$ cat src/rtl/hbm_model_reader.sv
// Streams a contiguous HBM region out as 512-bit words built from pairs of 256-bit AXI3 beats.
// Latency: first AR 2 cycles after start, words 1 cycle after the odd beat; AR issue stalls on almost_full, R is always accepted.
module hbm_model_reader #(
  parameter int ADDR_W          = 34,
  parameter int BURST_BEATS     = 16,
  parameter int MAX_OUTSTANDING = 4
) (
  input  logic              hbm_clk,
  input  logic              hbm_aresetn,
  input  logic              start,
  input  logic [ADDR_W-1:0] addr_base,
  input  logic [31:0]       data_length,
  input  logic              almost_full,
  output logic [ADDR_W-1:0] m_axi_araddr,
  output logic [3:0]        m_axi_arlen,
  output logic              m_axi_arvalid,
  input  logic              m_axi_arready,
  input  logic [255:0]      m_axi_rdata,
  input  logic [1:0]        m_axi_rresp,
  input  logic              m_axi_rlast,
  input  logic              m_axi_rvalid,
  output logic              m_axi_rready,
  output logic [511:0]      back_data,
  output logic              back_valid,
  output logic              busy,
  output logic              done,
  output logic              err
);

  localparam int OUT_W = $clog2(MAX_OUTSTANDING + 1);

  typedef enum logic [1:0] {S_IDLE, S_ISSUE, S_DRAIN, S_DONE} state_t;

  state_t             state_q, state_d;
  logic [ADDR_W-1:0]  next_addr_q, next_addr_d;
  logic [26:0]        beats_to_issue_q, beats_to_issue_d;
  logic [26:0]        beats_to_recv_q, beats_to_recv_d;
  logic [OUT_W-1:0]   outstanding_q, outstanding_d;
  logic               arvalid_q, arvalid_d;
  logic [ADDR_W-1:0]  araddr_q, araddr_d;
  logic [3:0]         arlen_q, arlen_d;
  logic               rready_q, rready_d;
  logic               half_q, half_d;
  logic [255:0]       low_q, low_d;
  logic [511:0]       back_data_q, back_data_d;
  logic               back_valid_q, back_valid_d;
  logic               done_q, done_d;
  logic               err_q, err_d;

  logic               ar_hs;
  logic               r_hs;
  logic [26:0]        burst_beats;
  logic [9:0]         burst_bytes;
  logic [26:0]        issue_left;

  always_comb begin
    ar_hs       = arvalid_q & m_axi_arready;
    r_hs        = m_axi_rvalid & rready_q;
    burst_beats = (beats_to_issue_q > 27'(BURST_BEATS)) ? 27'(BURST_BEATS) : beats_to_issue_q;
    // arlen_q still describes the burst being handshaken, so it drives the bookkeeping
    burst_bytes = ({6'd0, arlen_q} + 10'd1) << 5;
    issue_left  = beats_to_issue_q - {23'd0, arlen_q} - 27'd1;

    state_d          = state_q;
    next_addr_d      = next_addr_q;
    beats_to_issue_d = beats_to_issue_q;
    beats_to_recv_d  = beats_to_recv_q;
    outstanding_d    = outstanding_q;
    arvalid_d        = arvalid_q;
    araddr_d         = araddr_q;
    arlen_d          = arlen_q;
    rready_d         = 1'b1;
    half_d           = half_q;
    low_d            = low_q;
    back_data_d      = back_data_q;
    back_valid_d     = 1'b0;
    done_d           = (state_q == S_DONE);
    err_d            = err_q;

    if (r_hs) begin
      half_d = ~half_q;
      if (!half_q) begin
        low_d = m_axi_rdata;
      end else begin
        back_data_d  = {m_axi_rdata, low_q};
        back_valid_d = 1'b1;
      end
      if (beats_to_recv_q != 27'd0) begin
        beats_to_recv_d = beats_to_recv_q - 27'd1;
      end
      if (m_axi_rresp != 2'b00) begin
        err_d = 1'b1;
      end
    end

    case ({ar_hs, r_hs & m_axi_rlast})
      2'b10:   outstanding_d = outstanding_q + OUT_W'(1);
      2'b01:   outstanding_d = outstanding_q - OUT_W'(1);
      default: outstanding_d = outstanding_q;
    endcase

    case (state_q)
      S_IDLE: begin
        if (start) begin
          next_addr_d      = addr_base;
          beats_to_issue_d = data_length[31:5];
          beats_to_recv_d  = data_length[31:5];
          err_d            = 1'b0;
          state_d          = (data_length == 32'd0) ? S_DONE : S_ISSUE;
        end
      end
      S_ISSUE: begin
        if (!arvalid_q && (outstanding_q < OUT_W'(MAX_OUTSTANDING)) && !almost_full
            && (beats_to_issue_q != 27'd0)) begin
          arvalid_d = 1'b1;
          araddr_d  = next_addr_q;
          arlen_d   = 4'(burst_beats - 27'd1);
        end
        if (ar_hs) begin
          arvalid_d        = 1'b0;
          next_addr_d      = next_addr_q + ADDR_W'(burst_bytes);
          beats_to_issue_d = issue_left;
          if (issue_left == 27'd0) begin
            state_d = S_DRAIN;
          end
        end
      end
      S_DRAIN: begin
        if ((beats_to_recv_q == 27'd0) && (outstanding_q == '0)) begin
          state_d = S_DONE;
        end
      end
      S_DONE: begin
        state_d = S_IDLE;
      end
      default: begin
        state_d = S_IDLE;
      end
    endcase
  end

  always_ff @(posedge hbm_clk or negedge hbm_aresetn) begin
    if (!hbm_aresetn) begin
      state_q          <= S_IDLE;
      next_addr_q      <= '0;
      beats_to_issue_q <= '0;
      beats_to_recv_q  <= '0;
      outstanding_q    <= '0;
      arvalid_q        <= 1'b0;
      araddr_q         <= '0;
      arlen_q          <= '0;
      rready_q         <= 1'b0;
      half_q           <= 1'b0;
      low_q            <= '0;
      back_data_q      <= '0;
      back_valid_q     <= 1'b0;
      done_q           <= 1'b0;
      err_q            <= 1'b0;
    end else begin
      state_q          <= state_d;
      next_addr_q      <= next_addr_d;
      beats_to_issue_q <= beats_to_issue_d;
      beats_to_recv_q  <= beats_to_recv_d;
      outstanding_q    <= outstanding_d;
      arvalid_q        <= arvalid_d;
      araddr_q         <= araddr_d;
      arlen_q          <= arlen_d;
      rready_q         <= rready_d;
      half_q           <= half_d;
      low_q            <= low_d;
      back_data_q      <= back_data_d;
      back_valid_q     <= back_valid_d;
      done_q           <= done_d;
      err_q            <= err_d;
    end
  end

  assign m_axi_araddr  = araddr_q;
  assign m_axi_arlen   = arlen_q;
  assign m_axi_arvalid = arvalid_q;
  assign m_axi_rready  = rready_q;
  assign back_data     = back_data_q;
  assign back_valid    = back_valid_q;
  // busy also covers the registered done cycle so the job never looks idle before done
  assign busy          = (state_q != S_IDLE) | done_q;
  assign done          = done_q;
  assign err           = err_q;

endmodule
$ cat config.mk
export PLATFORM = sky130hd
export DESIGN_NAME = hbm_model_reader
export DESIGN_NICKNAME = d
export VERILOG_FILES = /design/src/rtl/hbm_model_reader.sv
export SDC_FILE = /design/constraint.sdc
export NUM_CORES = 1
export LEC_CHECK = 0
export ABC_AREA = 1
export ABC_CLOCK_PERIOD_IN_PS = 3200
export CORE_AREA = 2 2 346 348
export DETAILED_ROUTE_END_ITERATION = 8
export DIE_AREA = 0 0 348 350
export SETUP_SLACK_MARGIN = 0.2
export SYNTH_ARGS = -nofsm -noshare
export SYNTH_HDL_FRONTEND = slang
export SYNTH_SLANG_ARGS = --single-unit
$ cat constraint.sdc
create_clock -name hbm_clk -period 3.2 [get_ports hbm_clk]
set_clock_uncertainty 0.05 [all_clocks]
set_input_delay 0.48 -clock hbm_clk [delete_from_list [all_inputs] [get_ports hbm_clk]]
set_output_delay 0.48 -clock hbm_clk [all_outputs]
set_load 0.1 [all_outputs]
Word-level counts from Yosys, hierarchy flattened
Index checks and enable logic that the tools add are counted.

Register bits: 905. Bits in latches: 0. RAM bits: 0. Bits in read-only memories: 0. Bits of input ports: 331. Output and inout port bits: 556. Word-level logic and storage cells: 89. Memories: 0.

Add/sub/neg operators: 8. $mul: 0. Divide/modulo/power cells: 0. $lt $le $gt $ge: 2. Equality and inequality tests: 9. Shifts and indexed selects: 0. Muxes and demuxes: 26. Bitwise operators: 5. Reductions and logical operators: 24.

Operator list (number): $mux W27 (6); $mux W34 (2); $pmux W34 S2 (1); $logic_not A27 Y1 (2); $pmux W27 S2 (1); $reduce_bool A27 Y1 (2); $sub A27 B1 Y27 const B (2); $add A34 B10 Y34 (1); $logic_not A32 Y1 (1); $gt A27 B5 Y1 const B (1); $sub A27 B4 Y27 (1); $mux W2 (5); $reduce_bool A2 Y1 (5); $mux W1 (8); $ne A2 B2 Y1 const B (4); $pmux W2 S4 (1); $reduce_and A2 Y1 (4); $eq A2 B2 Y1 const B (3); $pmux W3 S2 (1); $add A4 B1 Y5 const B (1); $eq A2 B1 Y1 const B (2); $logic_and A1 B1 Y1 (4); $mux W4 (1); $reduce_and A4 Y1 (1); other kinds (11) (14).

Longest topological paths before layout
Gate-level depths: netlist of run 1.

Word-level depth: 6. Mapped depth: 22. Gate-level depth less buffers: 21.

Least setup slack after synthesis of run 1
OpenSTA, ideal clock, no wires.

Kind: register to register. Start point: register arlen_q[1] (netlist: m_axi_arlen[1]). End point: register next_addr_q[33]. Library setup time: 130 ps. Arrival time: 2870 ps. Slack: 150 ps. Cell stages (with the launch flop): 17. Buffers on the path: 0. Clock period less this slack: 3050 ps. Cell sequence: dfrtp_1 -> ha_1 -> xor2_1 -> ha_1 -> nand3_1 -> nand3_1 -> nand2_1 -> nand2_1 -> nand2_1 -> nor2_2 -> inv_1 -> nor2_2 -> nand3_1 -> a21oi_1 -> o21ai_0 -> nand2_1 -> o21ai_0.

Cells in the longest elaborated chain, start to end: 4.

RTL lines: start, declared (line 41) `logic [3:0] arlen_q, arlen_d;`; start signal, assigned (line 167) `arlen_q <= arlen_d;`; $add A4 B1 Y5 (line 61) `burst_bytes = ({6'd0, arlen_q} + 10'd1) << 5;`; $add A34 B10 Y34 (line 121) `next_addr_d = next_addr_q + ADDR_W'(burst_bytes);`; $mux W34 (line 119) `if (ar_hs) begin`; $pmux W34 S2 (line 102) `case (state_q)`; end signal, assigned (line 161) `next_addr_q <= next_addr_d;`; end, declared (line 35) `logic [ADDR_W-1:0] next_addr_q, next_addr_d;`.

No other way between the ends. The select of a mux whose other input is x is not followed. A chain may end at the register's enable or synchronous reset.

Worst setup path after layout of run 1
Start point: register arlen_q[0] (netlist: m_axi_arlen[0]). End point: register next_addr_q[33].

Same word-level chain as after synthesis.

==> impl_metrics.json, run 1 <==
{
  "port-buffer-count": 886,
  "critPathArrivalTime_ps": 3240,
  "syn_area_mm2": 0.0370,
  "drive_above_1_share_pct": 30.9,
  "hold_viol": 0,
  "dp_slack_ps": 287,
  "clk_latency_ps": 710,
  "max_freq_ghz": 0.361,
  "gp_congestion": 0.892,
  "post-route-period-util_pct": 86.5,
  "critPathRequiredTime_ps": 3670,
  "grt_max_degree": 118,
  "core-area_mm2": 0.118,
  "grt_usage_pct": 19.0,
  "drcViolationCount": 0,
  "routed_via_density": 4.63,
  "r2r_slack_ps": 430,
  "crit_chain": "ha_1 > xor2_1 > ha_1 > nand3_1 > nand3_1 > nand2_1 > nand2_1 > nand2_1 > nor2_4 > inv_1 > nor2_4 > nand3_1 > a21oi_1 > o21ai_0 > nand2_1 > o21ai_0",
  "yosysTopAreaCellShare_pct": 61.2,
  "cts_root_buf": "clkbuf_16",
  "slowest_delay_ps": 420,
  "start_util_pct": 31.4,
  "tns_ps": 0,
  "path_delay_family": "simple AND/OR/NAND/NOR gates",
  "netlist_instances": 3375,
  "crit_buf_inv": 1,
  "cp-end-kind": "flip-flop",
  "grt-ovfl-total": 0,
  "worstPathMaxFanout": 4,
  "drt_iter0_markers": 1426,
  "ys_seq_area_share_pct": 61.2,
  "setup.worst_path.end": "next_addr_q[33]$_DFFE_PN0P_",
  "grt_pass1_vias": 28000,
  "slew_violations": 0,
  "fin_ws_ps": 433,
  "cts_tree": "built",
  "firstDrtPassIters": 7,
  "worstSetupPathType": "flip-flop to flip-flop",
  "syn_area_per_cell_um2": 11.0,
  "synth_top_area_cell": "dfrtp_1",
  "status": "finished, final reports clean",
  "die_width_um": 348,
  "relSlewSlack_pct": 35.1,
  "path_depth": 16,
  "worstRegToRegCells": 16,
  "cts_sinks": 905,
  "crit_slowest_cell": "dfrtp_1",
  "hpwlAfterDp_um": 88000,
  "worstReg2RegStart": "m_axi_arlen[0]$_DFFE_PN0P_",
  "nets": 4642,
  "yosysWarnings": 0,
  "synth_area_leaders": "dfrtp_1 (61%), mux2_2 (16%), nand2_1 (10%)",
  "synth-seq-cells": 905,
  "ios": 887,
  "setup-violations-final": 0,
  "antenna_found_initial": 18,
  "clkTransAtPathRegs_ps": 60,
  "synth.distinct_cells": 46,
  "crit_path_start_kind": "flip-flop",
  "cpMostUsedCell": "nand2_1",
  "dieArea_mm2": 0.122,
  "cp-startpoint": "m_axi_arlen[0]$_DFFE_PN0P_",
  "worst_pin_slew_ps": 970,
  "routed_wl_um": 119000,
  "num_rows": 126,
  "htreeDepth": 3,
  "tritoncts.num_buffers": 102,
  "cts.path.max_buffers": 3,
  "rr_endpoint": "next_addr_q[33]$_DFFE_PN0P_",
  "layout_commonest_cell": "nand2_1",
  "hold_start": "m_axi_rdata[227]",
  "synth_nets": 3728,
  "hp-class": "input pin to flip-flop",
  "final_cell_mix": "nand2_1 (1030), dfrtp_1 (904), buf_4 (594), mux2_2 (512), clkdlybuf4s50_1 (331)",
  "max_cap_viol_count": 0,
  "rsz0062_at_grt": "yes",
  "fp.dieH_um": 350,
  "syn_to_final_growth_pct": 36.1,
  "wl_per_cell_um": 20.1,
  "route.vias.total": 27400,
  "grt_pass1_wl_um": 176000,
  "period_needed_ps": 2770,
  "ant_nets": 0
}
==> metal layers <==
layer  GRT usage [%]  routed length, um  vias up  share of wire (%)
li1                -                  -    12900                  -
met1            22.9              47800    13600                 40
met2            31.8              58600      725                 49
met3            5.82               8390      196                7.1
met4            7.11               3990        8                3.4
met5               0                 64        -              0.054
==> worst min-delay path by stage <==
stage               cells past startpoint                       end  slack [ps]
global placement                        2     low_q[70]$_DFFE_PN0P_         400
floorplan                               0  back_data[0]$_DFFE_PN0P_         130
detailed placement                      2    low_q[126]$_DFFE_PN0P_         400
CTS                                     3    low_q[227]$_DFFE_PN0P_         220
finish                                  3    low_q[227]$_DFFE_PN0P_         290
global route                            3    low_q[227]$_DFFE_PN0P_         250
==> tightest hold or removal path, stage by stage <==
cell	delay [ps]
clkdlybuf4s50_1	410
nand2_1	70
nand2_1	50
==> flip-flops by register name (all words and copies together), names as in the netlist <==
signal and count:
back_data 512, back_valid 1, beats_to_issue_q 27, beats_to_recv_q 27
done 1, err 1, half_q 1, low_q 256
m_axi_araddr 34, m_axi_arlen 4, m_axi_arvalid 1, m_axi_rready 1
next_addr_q 34, outstanding_q 3, state_q 2
==> Yosys cell counts, drive strengths merged <==
cell    count
nand3      81
nor3       28
ha         19
nand3b      1
clkinv      5
fa          3
o221ai      1
clkbuf     91
inv       166
or2         6
a32o        2
a41oi       1
o22ai      21
nor3b       1
nor2      156
o22a        1
mux2i       1
xnor2       9
mux2      512
xor2       29
a211oi      1
o21ai     148
a31oi       2
buf        59
o31ai       6
a21oi      29
a22o        1
nand2    1039
conb        1
o211ai     20
nor4       12
dfrtp     905
nand4      18
==> timing repair <==
item / CTS / global route
endpoints found under the hold margin: 50 / 0
hold buffers: 1 / 0
setup buffers: 0 / 5
setup endpoints to repair: 0 / 9
resized for setup: 0 / 6
==> cell type report <==
class                           instances  area [um2]
Inverter                              171         649
Sequential cell                       905       22600
Antenna cell                            8        20.0
Fill cell                           11300       67400
Tap cell                             1536        1920
Timing Repair Buffer                  960        8460
Clock inverter                         28         442
Multi-Input combinational cell       2149       13100
Clock buffer                          159        3080
==> logic make-up after synthesis <==
group / after synthesis / synth area share [%]
XOR/XNOR: 38 / 0.900
buffers and inverters: 321 / 3.45
AND/OR/NAND/NOR: 1342 / 14.5
other: 1 / 0.0101
multiplexers: 513 / 15.6
adder cells (fa/ha/maj): 22 / 0.805
flip-flops: 905 / 61.2
AO/OA/AOI/OAI: 233 / 3.52
==> through the flow <==
step | std cells | area (um2) | hold slack (ps) | utilization (%)
after global placement | 5715 | 46700 | 397 | 39.7
after floorplan | 3375 | 37000 | 134 | -
after global routing | 5916 | 50300 | 247 | 42.8
final | 5916 | 50300 | 289 | 42.8
after CTS | 5903 | 50300 | 220 | 42.7
after detailed placement | 5715 | 46700 | 403 | 39.7
Power of run 1 is not shown: default switching activity piles up to over one toggle a cycle in this logic, so the estimate is an artifact.
==> run 2, diff against run 1 <==
- CTS_CLUSTER_DIAMETER: unset -> 150
==> run 2 against run 1 <==
Against the previous run:
- final area about the same
- maximum frequency increased by 0.57%
- via count about the same
- hold slack improved by 0.70 ps
- first-iteration DRC count decreased by 4.0%
- global-route usage about the same
- worst setup slack improved by 16 ps
- clock-buffer cell count decreased by 4
==> impl_metrics.json, run 2 (synthesis results as in run 1) <==
{
  "firstDrtPassIters": 5,
  "fin_cells": 5913,
  "holdWs_ps": 290,
  "worstPathMaxFanout": 4,
  "nets": 4642,
  "largest_register_ff_count": 512,
  "cts_sinks": 905,
  "hpwlAfterDp_um": 88000,
  "drt_iter0_markers": 1369,
  "routed_wl_um": 119000,
  "wl_per_cell_um": 20.1,
  "period_needed_ps": 2750,
  "hold_viol": 0,
  "post-route-period-util_pct": 86.0,
  "cts_tree": "built",
  "worst_pin_slew_ps": 970,
  "ant_nets": 0,
  "slew_violations": 0,
  "cts_root_buf": "clkbuf_16",
  "core-area_mm2": 0.118,
  "grt_max_degree": 118,
  "clkTransAtPathRegs_ps": 60,
  "start_util_pct": 31.4,
  "critPathRequiredTime_ps": 3680,
  "syn_to_final_growth_pct": 36.1,
  "cts.path.max_buffers": 3,
  "port-buffer-count": 886,
  "max_cap_viol_count": 0,
  "relSlewSlack_pct": 35.1,
  "cp-end-kind": "flip-flop",
  "dp_slack_ps": 287,
  "layout_commonest_cell": "nand2_1",
  "clk_latency_ps": 710,
  "ios": 887,
  "fin_ws_ps": 449,
  "route.vias.total": 27400,
  "worstSetupPathType": "flip-flop to flip-flop",
  "gp_congestion": 0.892,
  "rsz0062_at_grt": "yes",
  "tns_ps": 0,
  "routed_via_density": 4.63,
  "hp-class": "input pin to flip-flop",
  "crit_path_start_kind": "flip-flop",
  "fp.dieH_um": 350,
  "drcViolationCount": 0,
  "die_width_um": 348,
  "max_freq_ghz": 0.364,
  "grt-ovfl-total": 0,
  "dieArea_mm2": 0.122,
  "dp_cells": 5715,
  "status": "finished, final reports clean",
  "tritoncts.num_buffers": 102,
  "grt_pass1_wl_um": 176000,
  "setup-violations-final": 0,
  "final_cell_mix": "nand2_1 (1030), dfrtp_1 (904), buf_4 (594), mux2_2 (512), clkdlybuf4s50_1 (331)",
  "antenna_found_initial": 17,
  "n_fill_cell": 11300,
  "grt_usage_pct": 18.9,
  "htreeDepth": 3,
  "num_rows": 126,
  "grt_pass1_vias": 27900,
  "drive_above_1_share_pct": 30.9,
  "critPathArrivalTime_ps": 3230
}
run 2: cell type report:
cell class / instances / area, um2 / area share [%]
Antenna cell: 8 / 20.0 / 0.0398
Timing Repair Buffer: 960 / 8460 / 16.8
Multi-Input combinational cell: 2149 / 13100 / 26.1
Tap cell: 1536 / 1920 / 3.82
Clock inverter: 29 / 482 / 0.957
Inverter: 171 / 649 / 1.29
Sequential cell: 905 / 22600 / 45.0
Clock buffer: 155 / 3030 / 6.02
run 2: stage by stage:
stage / utilization (%) / cell area, um2
finish: 42.7 / 50300
detailed placement: 39.7 / 46700
global route: 42.7 / 50300
floorplan: - / 37000
global placement: 39.7 / 46700
CTS: 42.7 / 50300
run 2: path summary, 6_finish.rpt:
path | startpoint | to | slack [ps] | cells after the start
max in group asynchronous | hbm_aresetn | back_data[419]$_DFFE_PN0P_ | 1660 | 4
setup reg to reg | m_axi_arlen[0]$_DFFE_PN0P_ | next_addr_q[33]$_DFFE_PN0P_ | 450 | 16
setup / recovery | m_axi_arlen[0]$_DFFE_PN0P_ | next_addr_q[33]$_DFFE_PN0P_ | 450 | 16
hold reg to reg | low_q[37]$_DFFE_PN0P_ | low_q[37]$_DFFE_PN0P_ | 410 | 2
hold / removal | m_axi_rdata[226] | low_q[226]$_DFFE_PN0P_ | 290 | 3
min in group asynchronous | hbm_aresetn | back_data[188]$_DFFE_PN0P_ | 320 | 2
run 2: repair_timing:
item | in CTS | in global routing
endpoints found under the hold margin | 50 | 0
resized for setup | 0 | 7
hold buffers | 1 | 0
buffers inserted | 0 | 5
setup endpoints to repair | 0 | 10
run 2: worst max-delay path, stage by stage (launching register included):
cell and delay [ps]:
dfrtp_1 420, ha_1 240, xor2_1 150, ha_1 360, nand3_1 100, nand3_1 120, nand2_1 80, nand2_1 100
nand2_1 120, nor2_4 170, inv_1 110, nor2_4 140, nand3_1 110, a21oi_1 130, o21ai_0 100, nand2_1 50
o21ai_0 70
run 2: routing by layer:
| metal | wire, um | vias up | global-route usage, % |
|---|---|---|---|
| li1 | - | 12900 | - |
| met1 | 47800 | 13600 | 23.0 |
| met2 | 58400 | 738 | 31.8 |
| met3 | 8570 | 201 | 5.67 |
| met4 | 3960 | 8 | 6.86 |
| met5 | 56 | - | 0 |
Power of run 2 is left out for the same reason.
==> run 3, diff against run 2 <==
- ABC_CLOCK_PERIOD_IN_PS: 3200 -> 2400
- clock period: 3.2 -> 2.4 ns (I/O delays scaled with it)
==> run 3 against run 2 <==
Against the previous run:
- the run now ends with setup timing left
- clock-buffer cell count decreased by 14
- sequential share of layout area fell by 1.5 points
- hold slack worse by 190 ps
- wire length is 2.2% higher
- maximum frequency up 4.4%
- flip-flop and latch count unchanged
- final cell count is 2.2% higher
- via count grew 2.4%
- non-clock buffer count rose by 131
- register-to-register slack lost 680 ps
- final area grew 3.5%
- die area did not move
==> impl_metrics.json, run 3 (synthesis results as in run 1) <==
{
  "status": "finished with violations",
  "violations": "setup timing",
  "cp-end-kind": "flip-flop",
  "syn_to_final_growth_pct": 40.8,
  "slew_violations": 0,
  "multi_input_area_mm2": 0.0137,
  "dieArea_mm2": 0.122,
  "tns_ps": -2910,
  "antenna_found_initial": 23,
  "relSlewSlack_pct": 58.4,
  "crit_slowest_cell": "dfrtp_4",
  "ant_nets": 0,
  "cpMostUsedCell": "nand3_2",
  "grt_pass1_wl_um": 179000,
  "wl_per_cell_um": 20.1,
  "critPathArrivalTime_ps": 3170,
  "grt_usage_pct": 19.3,
  "post-route-period-util_pct": 110,
  "hold_viol": 0,
  "hp-class": "input pin to async pin",
  "worstSetupPathType": "flip-flop to flip-flop",
  "drive_above_1_share_pct": 35.6,
  "gp_congestion": 0.888,
  "cts.path.max_buffers": 3,
  "port-buffer-count": 886,
  "fp.dieH_um": 350,
  "largest_register_ff_count": 512,
  "setup-violations-final": 24,
  "drcViolationCount": 0,
  "grt_max_degree": 94,
  "hpwlAfterDp_um": 91300,
  "clkTransAtPathRegs_ps": 60,
  "worst_pin_slew_ps": 619,
  "critPathRequiredTime_ps": 2940,
  "seq_area_mm2": 0.0227,
  "rsz0062_at_grt": "yes",
  "die_width_um": 348,
  "slowest_delay_ps": 490,
  "cts_sinks": 905,
  "core-area_mm2": 0.118,
  "max_cap_viol_count": 0,
  "fin_ws_ps": -235,
  "route.vias.total": 28100,
  "ios": 887,
  "nets": 4772,
  "crit_chain": "buf_6 > ha_4 > xor2_4 > ha_4 > nand3_2 > nand3_2 > nand2_2 > nand2_4 > nand2_4 > nor2_4 > inv_2 > nor2_4 > nand3_2 > nand2_1 > inv_1 > nor2_1 > nor2_1 > o22ai_1",
  "num_rows": 126,
  "n_fill_cell": 11100,
  "fin_cells": 6041,
  "tritoncts.num_buffers": 101,
  "dp_cells": 5820,
  "cts_tree": "built",
  "firstDrtPassIters": 6,
  "crit_path_start_kind": "flip-flop",
  "max_freq_ghz": 0.380,
  "final_cell_mix": "nand2_1 (1002), dfrtp_1 (899), buf_4 (686), mux2_2 (512), clkdlybuf4s50_1 (329)",
  "grt_pass1_vias": 28700,
  "routed_via_density": 4.65,
  "htreeDepth": 3,
  "drt_iter0_markers": 1643,
  "clk_latency_ps": 680,
  "period_needed_ps": 2630,
  "start_util_pct": 31.4,
  "layout_commonest_cell": "nand2_1",
  "cts_root_buf": "clkbuf_16",
  "grt-ovfl-total": 0,
  "routed_wl_um": 121000,
  "worstPathMaxFanout": 4
}
run 3: changes by cell type in the layout (fill, tap and decap cells not counted), moves of 10 or more:
cell	change
buf_6	+26
buf_12	+14
nand2_2	+19
nand2_1	-28
nand3_1	-20
nor2_1	-13
o21ai_0	-28
inv_1	-14
o21ai_2	+10
clkinv_2	+11
nand3_2	+17
buf_4	+92
o21ai_1	+18
run 3: metal layers:
| layer | wire length [um] | GRT usage [%] |
|---|---|---|
| met5 | 32 | 0 |
| met4 | 4670 | 8.57 |
| met3 | 8740 | 5.71 |
| met2 | 60100 | 32.4 |
| met1 | 47900 | 22.8 |
run 3: final timing paths:
kind,from,end,slack [ps],cells after the start
max,m_axi_arlen[0]$_DFFE_PN0P_,next_addr_q[29]$_DFFE_PN0P_,-230,18
min,hbm_aresetn,back_data[287]$_DFFE_PN0P_,100,2
max reg2reg,m_axi_arlen[0]$_DFFE_PN0P_,next_addr_q[29]$_DFFE_PN0P_,-230,18
min reg2reg,low_q[60]$_DFFE_PN0P_,low_q[60]$_DFFE_PN0P_,410,2
max in group asynchronous,hbm_aresetn,low_q[238]$_DFFE_PN0P_,1240,4
min in group hbm_clk,m_axi_rdata[247],low_q[247]$_DFFE_PN0P_,190,3
run 3: final cells by class:
class | instances | area share [%]
diodes | 11 | 0.0528
clock buffers | 141 | 5.54
well taps | 1536 | 3.69
multi-input cells | 2149 | 26.3
flip-flops and latches | 905 | 43.5
inverters | 171 | 1.29
clock inverters | 37 | 0.915
repair buffers | 1091 | 18.7
run 3: worst max-delay path: cells and delay by family, from the launching register on:
| kind | cells | cell delay, ps |
|---|---|---|
| XOR/XNOR | 1 | 150 |
| buffers and inverters | 3 | 240 |
| AO/OA/AOI/OAI | 1 | 140 |
| AND/OR/NAND/NOR | 11 | 1000 |
| flip-flops | 1 | 490 |
| adder cells (fa/ha/maj) | 2 | 480 |
run 3: per-stage QoR:
stage          worst slack [ps]  hold slack (ps)  util, %  area [um2]
6_report                   -235             96.0     44.2       52100
5_1_grt                    -384             75.6     44.2       52100
4_1_cts                    -174             53.6     43.7       51400
3_5_place_dp               -252              228     40.6       47800
3_3_place_gp               -265              242     40.6       47800
2_1_floorplan              -175             14.4        -       37100
run 3: timing repair:
action / CTS / global route
cloned: 0 / 1
hold buffers: 1 / 0
pin swaps: 19 / 62
endpoints found under the setup margin: 38 / 64
gates resized for setup: 44 / 130
hold endpoints to repair: 328 / 0
buffers inserted: 12 / 18
Power of run 3 is left out for the same reason.
